File: src/rtl/ahblite_busmatrix_outputstage_arb.sv
// ============================================================================
// Module  : ahblite_busmatrix_outputstage_arb
// Brief   : AHB-Lite bus-matrix output stage. Arbitrates one slave port among
//           three input stages and steers the data-phase write data.
// Revision: 1.0 - initial release
// ============================================================================
`default_nettype none

module ahblite_busmatrix_outputstage_arb #(
  parameter int RR_EN = 1
) (
  input  logic        HCLK,
  input  logic        HRESETn,
  input  logic [2:0]  HSEL_IN,
  input  logic [5:0]  HTRANS_IN,
  input  logic [95:0] HADDR_IN,
  input  logic [2:0]  HWRITE_IN,
  input  logic [8:0]  HSIZE_IN,
  input  logic [95:0] HWDATA_IN,
  input  logic        HREADYOUT_S,
  output logic        HSEL_OUT,
  output logic [1:0]  HTRANS_OUT,
  output logic [31:0] HADDR_OUT,
  output logic        HWRITE_OUT,
  output logic [2:0]  HSIZE_OUT,
  output logic [31:0] HWDATA_OUT,
  output logic        HREADY_OUT,
  output logic [2:0]  ACTIVE_OUT
);

  localparam int         c_N           = 3;
  localparam logic [1:0] c_HTRANS_IDLE = 2'b00;
  localparam logic [1:0] c_HTRANS_BUSY = 2'b01;
  localparam logic [1:0] c_HTRANS_SEQ  = 2'b11;
  localparam logic [1:0] c_LAST_RST    = 2'd2;

  logic [1:0]  w_htrans [c_N];
  logic [31:0] w_haddr  [c_N];
  logic [2:0]  w_hsize  [c_N];
  logic [31:0] w_hwdata [c_N];
  logic [2:0]  w_req;

  logic [1:0]  r_own;
  logic        r_own_vld;
  logic        r_hold;
  logic [1:0]  r_last;
  logic [1:0]  r_dph;
  logic        r_dph_vld;

  logic [1:0]  w_arb_idx;
  logic        w_arb_vld;
  logic [1:0]  w_scan;
  logic        w_lock;
  logic [1:0]  w_own;
  logic        w_own_vld;
  logic        w_new_grant;

  generate
    for (genvar r = 0; r < c_N; r++) begin : g_unpack
      assign w_htrans[r] = HTRANS_IN[2*r +: 2];
      assign w_haddr[r]  = HADDR_IN[32*r +: 32];
      assign w_hsize[r]  = HSIZE_IN[3*r +: 3];
      assign w_hwdata[r] = HWDATA_IN[32*r +: 32];
      assign w_req[r]    = HSEL_IN[r] & HTRANS_IN[2*r+1];
    end
  endgenerate

  // Arbitration candidate: round-robin scans from the input after the last
  // new grant; fixed priority simply takes the lowest requesting index.
  always_comb begin
    w_arb_idx = 2'd0;
    w_arb_vld = 1'b0;
    w_scan    = r_last;
    if (RR_EN != 0) begin
      for (int k = 0; k < c_N; k++) begin
        w_scan = (w_scan == 2'd2) ? 2'd0 : w_scan + 2'd1;
        if (!w_arb_vld && w_req[w_scan]) begin
          w_arb_idx = w_scan;
          w_arb_vld = 1'b1;
        end
      end
    end else begin
      if (w_req[0]) begin
        w_arb_idx = 2'd0;
        w_arb_vld = 1'b1;
      end else if (w_req[1]) begin
        w_arb_idx = 2'd1;
        w_arb_vld = 1'b1;
      end else if (w_req[2]) begin
        w_arb_idx = 2'd2;
        w_arb_vld = 1'b1;
      end
    end
  end

  assign w_lock = r_own_vld & HSEL_IN[r_own] &
                  ((w_htrans[r_own] == c_HTRANS_BUSY) | (w_htrans[r_own] == c_HTRANS_SEQ));

  // Ownership is suppressed while reset is asserted so no grant leaks out.
  always_comb begin
    w_own       = 2'd0;
    w_own_vld   = 1'b0;
    w_new_grant = 1'b0;
    if (!HRESETn) begin
      w_own_vld = 1'b0;
    end else if (r_hold || w_lock) begin
      w_own     = r_own;
      w_own_vld = 1'b1;
    end else if (w_arb_vld) begin
      w_own       = w_arb_idx;
      w_own_vld   = 1'b1;
      w_new_grant = 1'b1;
    end
  end

  always_comb begin
    HSEL_OUT   = w_own_vld;
    HTRANS_OUT = c_HTRANS_IDLE;
    HADDR_OUT  = 32'd0;
    HWRITE_OUT = 1'b0;
    HSIZE_OUT  = 3'd0;
    ACTIVE_OUT = 3'd0;
    if (w_own_vld) begin
      HTRANS_OUT = w_htrans[w_own];
      HADDR_OUT  = w_haddr[w_own];
      HWRITE_OUT = HWRITE_IN[w_own];
      HSIZE_OUT  = w_hsize[w_own];
      ACTIVE_OUT = 3'b001 << w_own;
    end
  end

  assign HWDATA_OUT = r_dph_vld ? w_hwdata[r_dph] : 32'd0;
  assign HREADY_OUT = HREADYOUT_S;

  always_ff @(posedge HCLK or negedge HRESETn) begin
    if (!HRESETn) begin
      r_own     <= 2'd0;
      r_own_vld <= 1'b0;
      r_hold    <= 1'b0;
      r_last    <= c_LAST_RST;
      r_dph     <= 2'd0;
      r_dph_vld <= 1'b0;
    end else begin
      r_own     <= w_own;
      r_own_vld <= w_own_vld;
      r_hold    <= w_own_vld & ~HREADYOUT_S;
      if (w_new_grant) begin
        r_last <= w_own;
      end
      // Data-phase owner only advances when the slave completes a beat.
      if (HREADYOUT_S) begin
        r_dph_vld <= w_own_vld & HTRANS_OUT[1];
        r_dph     <= w_own;
      end
    end
  end

endmodule

`default_nettype wire

File: config.mk
export PLATFORM = sky130hd
export DESIGN_NAME = ahblite_busmatrix_outputstage_arb
export DESIGN_NICKNAME = d
export VERILOG_FILES = /design/src/rtl/ahblite_busmatrix_outputstage_arb.sv
export SDC_FILE = /design/constraint.sdc
export NUM_CORES = 1
export LEC_CHECK = 0
export ABC_AREA = 1
export BUFFER_PORTS_ARGS = -buffer_cell sky130_fd_sc_hd__buf_2
export CAP_MARGIN = 25
export CORE_AREA = 2 2 114 116
export CTS_BUF_LIST = sky130_fd_sc_hd__clkbuf_8
export DETAILED_ROUTE_END_ITERATION = 8
export DIE_AREA = 0 0 116 118
export PLACE_DENSITY = 0.59
export SLEW_MARGIN = 20
export SYNTH_ARGS = -nofsm -noshare
export SYNTH_HDL_FRONTEND = slang
export SYNTH_SLANG_ARGS = --single-unit
File: constraint.sdc
create_clock -name HCLK -period 2.87 [get_ports HCLK]
set_clock_uncertainty 0.1 [all_clocks]
set_input_delay 0.1435 -clock HCLK [delete_from_list [all_inputs] [get_ports HCLK]]
set_output_delay 0.1435 -clock HCLK [all_outputs]
set_load 0.03 [all_outputs]
* Yosys cells after proc, flatten, opt, wreduce, memory -nomap -nowiden
Cells that the tools add are included.
** Word-level totals
- Register bits :: 9
- Latch bits :: 0
- Bits in writable memories :: 0
- Memory bits (read-only) :: 0
- Input port bits :: 216
- Output and inout port bits :: 75
- Logic and storage cells :: 88
- Memories kept :: 0
** Operators by class
- $add $sub $neg :: 3
- Multipliers :: 0
- Divide/modulo/power cells :: 0
- Magnitude comparators :: 8
- Equal/unequal tests :: 5
- Shift-type cells :: 1
- Mux-type cells :: 48
- Bitwise operators :: 12
- Reduce and logical (&&, ||, !) cells :: 5
** Operators by type and width (number)
- two-way mux 32 bit :: 6
- binary-select mux 32 bit (select 2 bit) :: 2
- two-way mux 2 bit :: 14
- less-than comparator 2 x 3 -> 1 bit, second input constant :: 5
- two-way mux 1 bit :: 14
- two-way mux 3 bit :: 4
- binary-select mux 1 bit (select 2 bit) :: 5
- greater-or-equal comparator 3 bit, second input constant :: 3
- NOT 2 -> 3 bit :: 3
- binary-select mux 2 bit (select 2 bit) :: 2
- == test 2 bit, second input constant :: 4
- bitwise AND 1 bit :: 7
- adder 2 x 1 -> 2 bit, second input constant :: 3
- binary-select mux 3 bit (select 2 bit) :: 1
- left shift 1 x 2 -> 3 bit, first input constant :: 1
- == test 2 x 1 -> 1 bit, second input constant :: 1
- logical AND 1 bit :: 2
- zero test 1 bit :: 2
- logical OR 1 bit :: 1
- NOT 1 bit :: 1
- OR 1 bit :: 1

* Longest topological paths before layout
Gate-level depths: netlist of run 1.
- Depth after elaboration :: 20
- Mapped depth :: 15
- Gate-level depth less buffers :: 14

* Worst setup path before layout of run 1
OpenSTA, ideal clock, no wires.
- Path type :: reg2out
- Start :: register r_last[1]
- End :: output HADDR_OUT[0]
- Arrival :: 2.017 ns
- Required time :: 2.626 ns
- Slack :: 0.610 ns
- Stages on the path, launching flop included :: 12
- Cells stage by stage :: dfstp_2 -> inv_2 -> nor2_1 -> nor2_4 -> nand2_2 -> o21ai_1 -> o21ai_2 -> inv_2 -> nor2_8 -> buf_4 -> nand2_1 -> nand3_1
** RTL lines
- from (decl) :: RTL line 46 : logic [1:0] r_last;
- from (signal assigned) :: RTL line 140 : r_last <= c_LAST_RST;
- from (signal assigned) :: RTL line 148 : r_last <= w_own;
- adder 2 x 1 -> 2 bit / == test 2 bit (equally long branches) :: RTL line 76 : w_scan = (w_scan == 2'd2) ? 2'd0 : w_scan + 2'd1;
- two-way mux 2 bit * :: RTL line 76
- branches (longest 8 deep; another with adder 2 x 1 -> 2 bit)
- two-way mux 1 bit * :: RTL line 77 : if (!w_arb_vld && w_req[w_scan]) begin
- two-way mux 1 bit * :: RTL line 109 : end else if (w_arb_vld) begin
- two-way mux 1 bit * :: RTL line 106 : end else if (r_hold || w_lock) begin
- two-way mux 1 bit * :: RTL line 104 : if (!HRESETn) begin
- named net HSEL_OUT :: RTL line 21 : output logic HSEL_OUT,
- two-way mux 32 bit * :: RTL line 123 : if (w_own_vld) begin
- to (decl) :: RTL line 23 : output logic [31:0] HADDR_OUT,
Mark *: on every way through the listed nets, which the timed path passes. The select of a mux whose other input is x is not followed.

* Final worst setup path of run 1
- Start :: register r_last[1]
- End :: output HADDR_OUT[14]
** Between the ends
- Cells in the longest elaborated chain, start to end :: 19
** RTL lines (RTL line)
- adder 2 x 1 -> 2 bit / == test 2 bit (equally long branches) :: 76
- two-way mux 2 bit * :: 76
- branches (longest 16 deep; another with adder 2 x 1 -> 2 bit)
- two-way mux 32 bit * :: 123
Every way passes the cells marked *. The select of a mux whose other input is x is not followed.

==> summary.md, run 1 <==
| Metric | Value |
|---|---|
| Outcome | `finished clean` |
| Type of origin of the critical path | `register` |
| Total negative slack | `0 ps` |
| Leading cell types by count after synthesis | `nand2_1, nor2_1, nand3_1, o21ai_0, a21oi_1` |
| Maximum net fanout on the critical path | `11` |
| Initial Utilization | `0.171` |
| CTS max path bufs | `2` |
| DP HPWL | `roughly 8500 um` |
| Post-CTS Setup Bufs | `0` |
| # DRC | `0` |
| Sinks on the clock net | `9` |
| Core area | `~12000 um2` |
| RSZ-0062 raised after global routing | `false` |
| Slew margin rel. | `0.516` |
| Hold crit path type | `primary input to register` |
| Die span in y | `approximately 120 um` |
| Post-Layout Cell Count | `about 900` |
| Max Slew Vio Count | `0` |
| Ys async rst share | `1.00` |
| Clk pin slew, worst setup/hold paths | `approximately 50 ps` |
| Hold Path Origin | `HREADYOUT_S` |
| Syn avg cell area | `just under 5 um2` |
| Final Hold Fails | `0` |
| Mapped Nets | `647` |
| Htree depth | `1` |
| Cts bufs inserted | `3` |
| WL final | `roughly 11000 um` |
| Max Cap Violations | `0` |
| Gr ovfl total | `0` |
| Hold path depth | `2` |
| GRT Util Overall | `0.137` |
| Routed len/inst | `~12 um` |
| R2R Setup Slk | `940 ps` |
| Routability cong. | `around 0.8` |
| Synth top area cells | `nand2_1, nor2_1, nand3_1, dfrtp_1, o21ai_0` |
| Worst skew pair latency | `roughly 240 ps` |
| Initial antenna violation count | `0` |
| N_diodes | `0` |
| Mapped Area | `2120 um2` |
| RR Startpoint | `r_last[1]$_DFFE_PN1P_` |
| DR vias | `about 3700` |
| Max VDD drop | `approximately 0.54 mV` |
| ANT nets after route | `0` |
| Reg-to-Reg End | `r_dph_vld$_DFFE_PN0P_` |
| Leakage dissipation | `2.24 nW` |
| Final nets | `926` |
| Setup violations, final | `0` |
| Post-Synthesis Cells | `between 400 and 500` |
| Synth Warn # | `0` |
| IO buf count | `between 200 and 300` |
| Dpl cells | `between 800 and 900` |
| Resize count post-CTS | `0` |
| Synth top area share | `0.294` |
| Ys flop type | `dfrtp_1` |
| Vias in the first global route | `between 3000 and 4000` |
| Final worst-path cycle share | `0.937` |
| IO Count | `approximately 290` |
| Required @ worst endpoint | `2630 ps` |
| Period minus WS final | `approximately 2700 ps` |
| Power per cell area | `between 1000 and 1500 nW/um2` |
| Largest net degree at the start of global routing | `38` |
| Fmax achieved | `372 MHz` |
| Fin util | `0.306` |
| Actual slew at the worst max-slew pin | `726 ps` |
| WP data arrival | `approximately 2500 ps` |
| Clock root buffer | `clkbuf_8` |
| Share of cells above drive strength 1 | `0.458` |
| First-pass GRT wire length | `about 16000 um` |
| Cell taking the most area after synthesis | `nand2_1` |
| Initial drt markers | `~200` |
| Crit path kind | `register to primary output` |
| Core Rows | `41` |
| R2R cell count | `11` |
| Flops & latches, synth | `9` |
| Yosys cell types | `26` |
| Area growth, synth to finish | `79.1%` |
| Critical Path End Type | `primary output` |
| Most frequent cell after synthesis | `nand2_1` |
| Via density | `around 4.2` |
| Die ar. | `~14000 um2` |
| Drt first pass iters | `4` |
| Hold EP | `r_hold$_DFF_PN0_` |
| Number of flops mapped to enable cells by yosys | `0` |
| Sequential cell area fraction in the yosys report | `0.107` |
| CTS tree | `yes` |
| Die width | `between 100 and 150 um` |
-- layer usage --
layer  global-route usage  vias up  share of wire
met5                    0        -              0
met4               0.0186        0         0.0036
met3               0.0103        5          0.066
met2                0.258      127           0.50
met1                0.170     1602           0.43
li1                     -     1938              -
-- state kept, by name (all words and copies together), names as in the netlist --
register and flops:
r_last 2, r_own_vld 1, r_dph_vld 1, r_own 2
r_dph 2, r_hold 1
-- power by group --
part           switching (mW)  internal [mW]
Sequential             0.0374          0.183
Combinational            2.68           1.10
Clock                  0.0616         0.0956
Total                    2.77           1.38
-- metrics by stage --
step | area [um2] | total power, mW | hold slack [ps] | setup slack (ps)
3_3_place_gp | 3730 | 3.95 | -79.0 | 482
2_1_floorplan | 2120 | 2.91 | -252 | 610
6_report | 3790 | 4.15 | 50.8 | 181
4_1_cts | 3780 | 4.12 | 38.0 | 170
3_5_place_dp | 3730 | 3.95 | -67.2 | 437
5_1_grt | 3790 | 4.49 | 40.5 | 13.2
-- layout by cell type (no fill, tap or decap), drive strengths merged, types with 2 or more instances in the layout --
cell type	n
nand3	47
o21ai	40
nor2	77
a21oi	35
nand4	2
inv	19
nand2	171
clkbuf	3
dfrtp	8
buf	300
-- repair_timing --
item / in CTS / in global routing
hold endpoints to repair: 9 / 0
endpoints found under the setup margin: 0 / 3
hold buffers: 1 / 0
-- cell type report --
| type | instances | area (um2) |
|---|---|---|
| clock inverter | 1 | 5.00 |
| multi-input combinational | 376 | 1670 |
| fill | 1436 | 8620 |
| tap | 172 | 215 |
| clock buffer | 3 | 41.3 |
| inverter | 19 | 71.3 |
| timing repair buffer | 301 | 1560 |
| sequential | 9 | 226 |
-- worst max-delay path by stage --
stage                                     start             to  slack (ps)
after floorplan           r_last[1]$_DFFE_PN1P_   HADDR_OUT[0]         610
after global placement    r_last[1]$_DFFE_PN1P_  HADDR_OUT[14]         480
after detailed placement  r_last[1]$_DFFE_PN1P_  HADDR_OUT[14]         440
after CTS                 r_last[1]$_DFFE_PN1P_  HADDR_OUT[14]         170
after global routing      r_last[1]$_DFFE_PN1P_  HADDR_OUT[21]          10
final                     r_last[1]$_DFFE_PN1P_  HADDR_OUT[14]         180
-- cell families after synthesis --
kind of cell | after synthesis | share of synthesized area
flops | 9 | 0.107
compound gates | 77 | 0.187
simple gates | 298 | 0.596
buf+inv | 47 | 0.110
-- worst max-delay path, stage by stage (launching register included) --
cell and delay [ps]:
dfstp_2 590, inv_2 70, nand3_1 120, nand3_2 110
nand4_1 120, nand2_1 90, nand2_4 130, nand2_2 150
nor2_8 250, buf_4 210, nand2_1 90, nand3_1 70
buf_2 190
Power figures use the tool's default switching activity.
==> run 2: changes to the inputs <==
Settings changed: BUFFER_PORTS_ARGS -buffer_cell sky130_fd_sc_hd__buf_2 to default, CORE_AREA 2 2 114 116 to 2 2 112 114, CTS_CLUSTER_SIZE from default to 12, DIE_AREA 0 0 116 118 to 0 0 114 116, DONT_BUFFER_PORTS from default to 1, PLACE_DENSITY 0.59 to 0.39.
==> summary.md, run 2 (synthesis gave the netlist of run 1 again) <==
| Metric | Value |
|---|---|
| Most common cell after layout, fill and taps aside | `nand2_1` |
| Max Slew Vio Count | `0` |
| N_diodes | `0` |
| Multi-input logic area | `between 1500 and 2000 um2` |
| RSZ-0062 raised after global routing | `false` |
| Dpl cells | `591` |
| Post-route cell area | `about 2600 um2` |
| Actual slew at the worst max-slew pin | `828 ps` |
| Max VDD drop | `0.505 mV` |
| Total negative slack | `0 ps` |
| Setup violations, final | `0` |
| CTS max path bufs | `2` |
| Critical Path End Type | `primary output` |
| Post-place instance area | `around 2500 um2` |
| Max Cap Violations | `0` |
| Reg-to-Reg End | `r_dph_vld$_DFFE_PN0P_` |
| WP data arrival | `about 2400 ps` |
| Die ar. | `around 13000 um2` |
| First-pass GRT wire length | `around 11000 um` |
| Most frequent cells in the layout | `nand2_1, nor2_1, nand3_1, buf_4, o21ai_0` |
| Final Hold Fails | `0` |
| Power, Total | `~3.8 mW` |
| Net Switching | `about 2.6 mW` |
| Initial drt markers | `217` |
| DR vias | `approximately 3000` |
| Worst skew pair latency | `roughly 240 ps` |
| Post-Layout Cell Count | `600` |
| ANT nets after route | `0` |
| Internal power | `between 1 and 1.5 mW` |
| Sw Ratio | `0.697` |
| Combinational power share | `0.901` |
| Drt first pass iters | `4` |
| Period minus WS final | `between 2000 and 3000 ps` |
| Via density | `4.92` |
| Initial Utilization | `0.178` |
| DP HPWL | `between 6000 and 7000 um` |
| Slew margin rel. | `0.447` |
| Sinks on the clock net | `9` |
| RR Startpoint | `r_last[1]$_DFFE_PN1P_` |
| Core area | `around 12000 um2` |
| Core Rows | `40` |
| Power per cell area | `~1500 nW/um2` |
| # fillers | `approximately 1400` |
| IO buf count | `0` |
| Routability cong. | `0.827` |
| CTS tree | `yes` |
| Gr ovfl total | `0` |
| Htree depth | `1` |
| Crit path kind | `register to primary output` |
| GRT Util Overall | `0.0989` |
| Vias in the first global route | `2327` |
| Leakage dissipation | `between 1 and 1.5 nW` |
| Outcome | `finished clean` |
| Hold crit path type | `primary input to register` |
| Die span in y | `116 um` |
| Largest net degree at the start of global routing | `38` |
| # DRC | `0` |
| Routed len/inst | `approximately 14 um` |
| Power share of the sequential group | `0.058` |
| Share of cells above drive strength 1 | `0.148` |
| Register Area | `between 200 and 250 um2` |
| Cts bufs inserted | `3` |
| Fmax achieved | `377 MHz` |
| Maximum net fanout on the critical path | `18` |
| IO Count | `291` |
| Hold Path Origin | `HREADYOUT_S` |
| Final worst-path cycle share | `0.925` |
| WL final | `approximately 8700 um` |
| Area growth, synth to finish | `22.5%` |
| Die width | `between 100 and 150 um` |
| Initial antenna violation count | `0` |
| Hold path depth | `3` |
| Final nets | `between 600 and 700` |
| Required @ worst endpoint | `approximately 2600 ps` |
| Type of origin of the critical path | `register` |
| R2R cell count | `11` |
| Clock root buffer | `clkbuf_8` |
| Clk pin slew, worst setup/hold paths | `about 50 ps` |
| Fin util | `0.218` |
| Clk network pwr share | `0.041` |
| R2R Setup Slk | `around 820 ps` |
| Top Registers | `r_dph: 2 flops, r_last: 2 flops, r_own: 2 flops` |
| Hold EP | `r_dph_vld$_DFFE_PN0P_` |
## run 2: critical path: stages (launching register included)
cell,delay [ps]
dfstp_2,590
nor2_2,70
nand2_1,80
nand2_2,70
nor2_4,100
nand2_2,70
o21ai_1,250
o21ai_4,180
inv_2,200
nor2_4,70
buf_12,150
nand2_1,60
nand3_1,280
## run 2: layout make-up
class / instances / share of cell area
Multi-Input combinational cell: 376 / 0.648
Timing Repair Buffer: 45 / 0.149
Sequential cell: 9 / 0.0873
Tap cell: 147 / 0.0709
Inverter: 19 / 0.0275
Clock buffer: 3 / 0.0159
Clock inverter: 1 / 0.00145
## run 2: worst max path at each step
stage | start | to | slack [ps] | depth (start not counted)
floorplan | r_last[1]$_DFFE_PN1P_ | HADDR_OUT[0] | 610 | 11
global placement | r_last[1]$_DFFE_PN1P_ | HWRITE_OUT | 420 | 10
detailed placement | r_last[1]$_DFFE_PN1P_ | HADDR_OUT[10] | 360 | 10
CTS | r_last[1]$_DFFE_PN1P_ | HSIZE_OUT[2] | 110 | 10
global route | r_last[1]$_DFFE_PN1P_ | HWRITE_OUT | 70 | 12
finish | r_last[1]$_DFFE_PN1P_ | HWRITE_OUT | 210 | 12
## run 2: power by group through the flow
stage / clock network, mW / logic (mW) / registers, mW
2_1_floorplan: 0 / 2.71 / 0.209
3_3_place_gp: 0 / 3.23 / 0.224
3_5_place_dp: 0 / 3.26 / 0.223
4_1_cts: 0.152 / 3.27 / 0.222
5_1_grt: 0.162 / 3.68 / 0.229
6_report: 0.154 / 3.40 / 0.221
## run 2: metal layers
layer  share of wire  vias to the layer above  wire (um)  GRT usage
li1                -                     1429          -          -
met1            0.42                     1357       3600      0.129
met2            0.50                      159       4340      0.179
met3           0.079                        5        685     0.0110
met4          0.0050                        0         43     0.0163
met5               0                        -          0          0
## run 2: timing repair
action / CTS / global route
setup endpoints to repair: 0 / 36
endpoints found under the hold margin: 11 / 0
hold buffers: 2 / 0
gates resized for setup: 0 / 1
buffers inserted: 0 / 1
## run 2: per-stage QoR
stage | setup slack, ps | hold WS [ps]
4_1_cts | 107 | 15.1
3_3_place_gp | 420 | -252
5_1_grt | 66.3 | 54.7
2_1_floorplan | 610 | -252
6_report | 214 | 11.7
3_5_place_dp | 359 | -252
==> run 3: changes to the inputs <==
Settings changed: REMOVE_ABC_BUFFERS from default to 1.
==> summary.md, run 3 (synthesis gave the netlist of run 1 again) <==
| Metric | Value |
|---|---|
| Register Area | `~230 um2` |
| R2R cell count | `11` |
| First-pass GRT wire length | `14700 um` |
| Critical Path End | `HADDR_OUT[30]` |
| Metal1 wirelength | `just under 4000 um` |
| WL final | `11700 um` |
| Reg-to-Reg End | `r_dph_vld$_DFFE_PN0P_` |
| Die span in y | `approximately 120 um` |
| # DRC | `0` |
| Type of origin of the critical path | `register` |
| Core Rows | `40` |
| Slew margin rel. | `0.551` |
| Routability cong. | `between 0.8 and 0.9` |
| R2R Setup Slk | `800 ps` |
| Max VDD drop | `0.674 mV` |
| Cells along the critical path | `inv_2 -> nand3_1 -> nand3_2 -> nand2_2 -> o21ai_1 -> o21ai_4 -> inv_2 -> nor2_8 -> nand2_1 -> nand3_1` |
| Final worst-path cycle share | `0.947` |
| WP data arrival | `2470 ps` |
| Initial antenna violation count | `1` |
| Most frequent cells in the layout | `nand2_1, nor2_1, buf_4, nand3_1, o21ai_0` |
| Max Slew Vio Count | `0` |
| Core area | `around 12000 um2` |
| Hold Slack | `between 9 and 10 ps` |
| Count of buffer and inverter cells on the critical path | `2` |
| Die width | `between 100 and 150 um` |
| Cts bufs inserted | `3` |
| Die ar. | `~13000 um2` |
| Most common cell after layout, fill and taps aside | `nand2_1` |
| Outcome | `finished clean` |
| Highest routed layer | `met4` |
| Final Hold Fails | `0` |
| Critical Path End Type | `primary output` |
| Drt first pass iters | `4` |
| Period minus WS final | `roughly 2700 ps` |
| Vias in the first global route | `between 2000 and 3000` |
| CTS tree | `yes` |
| RSZ-0062 raised after global routing | `false` |
| ANT nets after route | `0` |
| Fmax achieved | `368 MHz` |
| Required @ worst endpoint | `~2600 ps` |
| IO Count | `a little under 300` |
| Met2 WL | `6640 um` |
| Htree depth | `1` |
| Worst skew pair latency | `between 200 and 250 ps` |
| Multi-input logic area | `~1700 um2` |
| Crit path depth | `10` |
| Via density | `~5.0` |
| Top Registers | `r_dph: 2 flops, r_last: 2 flops, r_own: 2 flops` |
| Setup violations, final | `0` |
| CP peak stage delay | `590 ps` |
| Initial Utilization | `0.178` |
| Met3 WL post-DR | `between 900 and 1000 um` |
| CTS max path bufs | `2` |
| GRT Util Overall | `0.146` |
| Total negative slack | `0 ps` |
| Crit. Startpoint | `r_last[1]$_DFFE_PN1P_` |
| Hold crit path type | `primary input to register` |
| Initial drt markers | `about 200` |
| Clk pin slew, worst setup/hold paths | `approximately 50 ps` |
| RR Startpoint | `r_last[1]$_DFFE_PN1P_` |
| DR vias | `about 3100` |
| IO buf count | `0` |
| Slowest-stage cell, CP | `dfstp_2` |
| Clock root buffer | `clkbuf_8` |
| Maximum net fanout on the critical path | `19` |
| Final nets | `just under 700` |
| Routed len/inst | `19.1 um` |
| Leakage dissipation | `1.28 nW` |
| DP HPWL | `approximately 9500 um` |
| Gr ovfl total | `0` |
| Sinks on the clock net | `9` |
| Actual slew at the worst max-slew pin | `between 600 and 700 ps` |
| Share of cells above drive strength 1 | `0.174` |
| # fillers | `between 1000 and 1500` |
| Max Cap Violations | `0` |
| Largest net degree at the start of global routing | `39` |
| Area growth, synth to finish | `26.9%` |
| Crit path kind | `register to primary output` |
| Crit-path leading delay family | `simple AND/OR/NAND/NOR gates` |
| Power per cell area | `between 1500 and 2000 nW/um2` |
==> run 3: cell types whose count changed in the layout (fill, tap and decap cells not counted) <==
cell	change
buf_12	-1
buf_4	+12
clkinv_2	+1
clkinv_4	+1
diode_2	+1
inv_2	-1
nand3_1	-2
nand3_2	+2
==> run 3: worst min-delay path, delay by kind of cell <==
kind / cells / cell delay, ps
and+or+nand+nor: 2 / 100
buffers and inverters: 1 / 50
==> run 3: cell type report <==
cell class / instances / share of cell area
clock inverters: 1 / 0.00140
inverters: 19 / 0.0284
clock buffers: 3 / 0.0154
repair inverters: 1 / 0.00186
diodes: 1 / 0.000931
flip-flops and latches: 9 / 0.0843
multi-input cells: 376 / 0.629
repair buffers: 56 / 0.170
well taps: 147 / 0.0684
==> run 3: timing repair <==
| action | in CTS | in global routing |
|---|---|---|
| endpoints found under the hold margin | 11 | 0 |
| gates resized for setup | 1 | 6 |
| gates cloned | 0 | 2 |
| setup endpoints to repair | 2 | 34 |
| buffers inserted | 0 | 1 |
| hold buffers | 2 | 0 |
| pin swaps | 1 | 2 |
==> run 3: how the worst min path moves through the flow <==
| stage | startpoint | endpoint | slack, ps | cells after the start |
|---|---|---|---|---|
| global placement | HRESETn | r_own_vld$_DFF_PN0_ | -250 | 0 |
| global route | HREADYOUT_S | r_dph_vld$_DFFE_PN0P_ | 20 | 3 |
| finish | HREADYOUT_S | r_dph_vld$_DFFE_PN0P_ | 9 | 3 |
| CTS | HREADYOUT_S | r_dph_vld$_DFFE_PN0P_ | 10 | 3 |
| detailed placement | HRESETn | r_own_vld$_DFF_PN0_ | -250 | 0 |
| floorplan | HRESETn | r_dph[0]$_DFFE_PN0P_ | -250 | 0 |
==> run 3: metrics by stage <==
| step | utilization | power, mW | cells | cell area, um2 | worst slack (ps) |
|---|---|---|---|---|---|
| floorplan | - | 2.74 | 403 | 1960 | 107 |
| global placement | 0.214 | 3.79 | 602 | 2550 | 291 |
| CTS | 0.220 | 4.01 | 608 | 2620 | 6.89 |
| detailed placement | 0.214 | 3.84 | 602 | 2550 | 214 |
| finish | 0.226 | 4.13 | 613 | 2690 | 153 |
| global route | 0.226 | 4.40 | 613 | 2690 | 0.705 |
==> run 3: layer usage <==
| layer | track usage | vias up |
|---|---|---|
| met4 | 0.0374 | 0 |
| met2 | 0.318 | 198 |
| met1 | 0.139 | 1398 |
| li1 | - | 1451 |
| met5 | 0 | - |
| met3 | 0.0214 | 16 |
==> run 3: power by group <==
| part | leakage (nW) | internal (mW) | switching (mW) | total (mW) |
|---|---|---|---|---|
| clock | 0.0269 | 0.0932 | 0.0510 | 0.144 |
| sequential | 0.115 | 0.183 | 0.0413 | 0.224 |
| combinational | 1.13 | 0.989 | 2.77 | 3.76 |
| total | 1.28 | 1.27 | 2.86 | 4.13 |
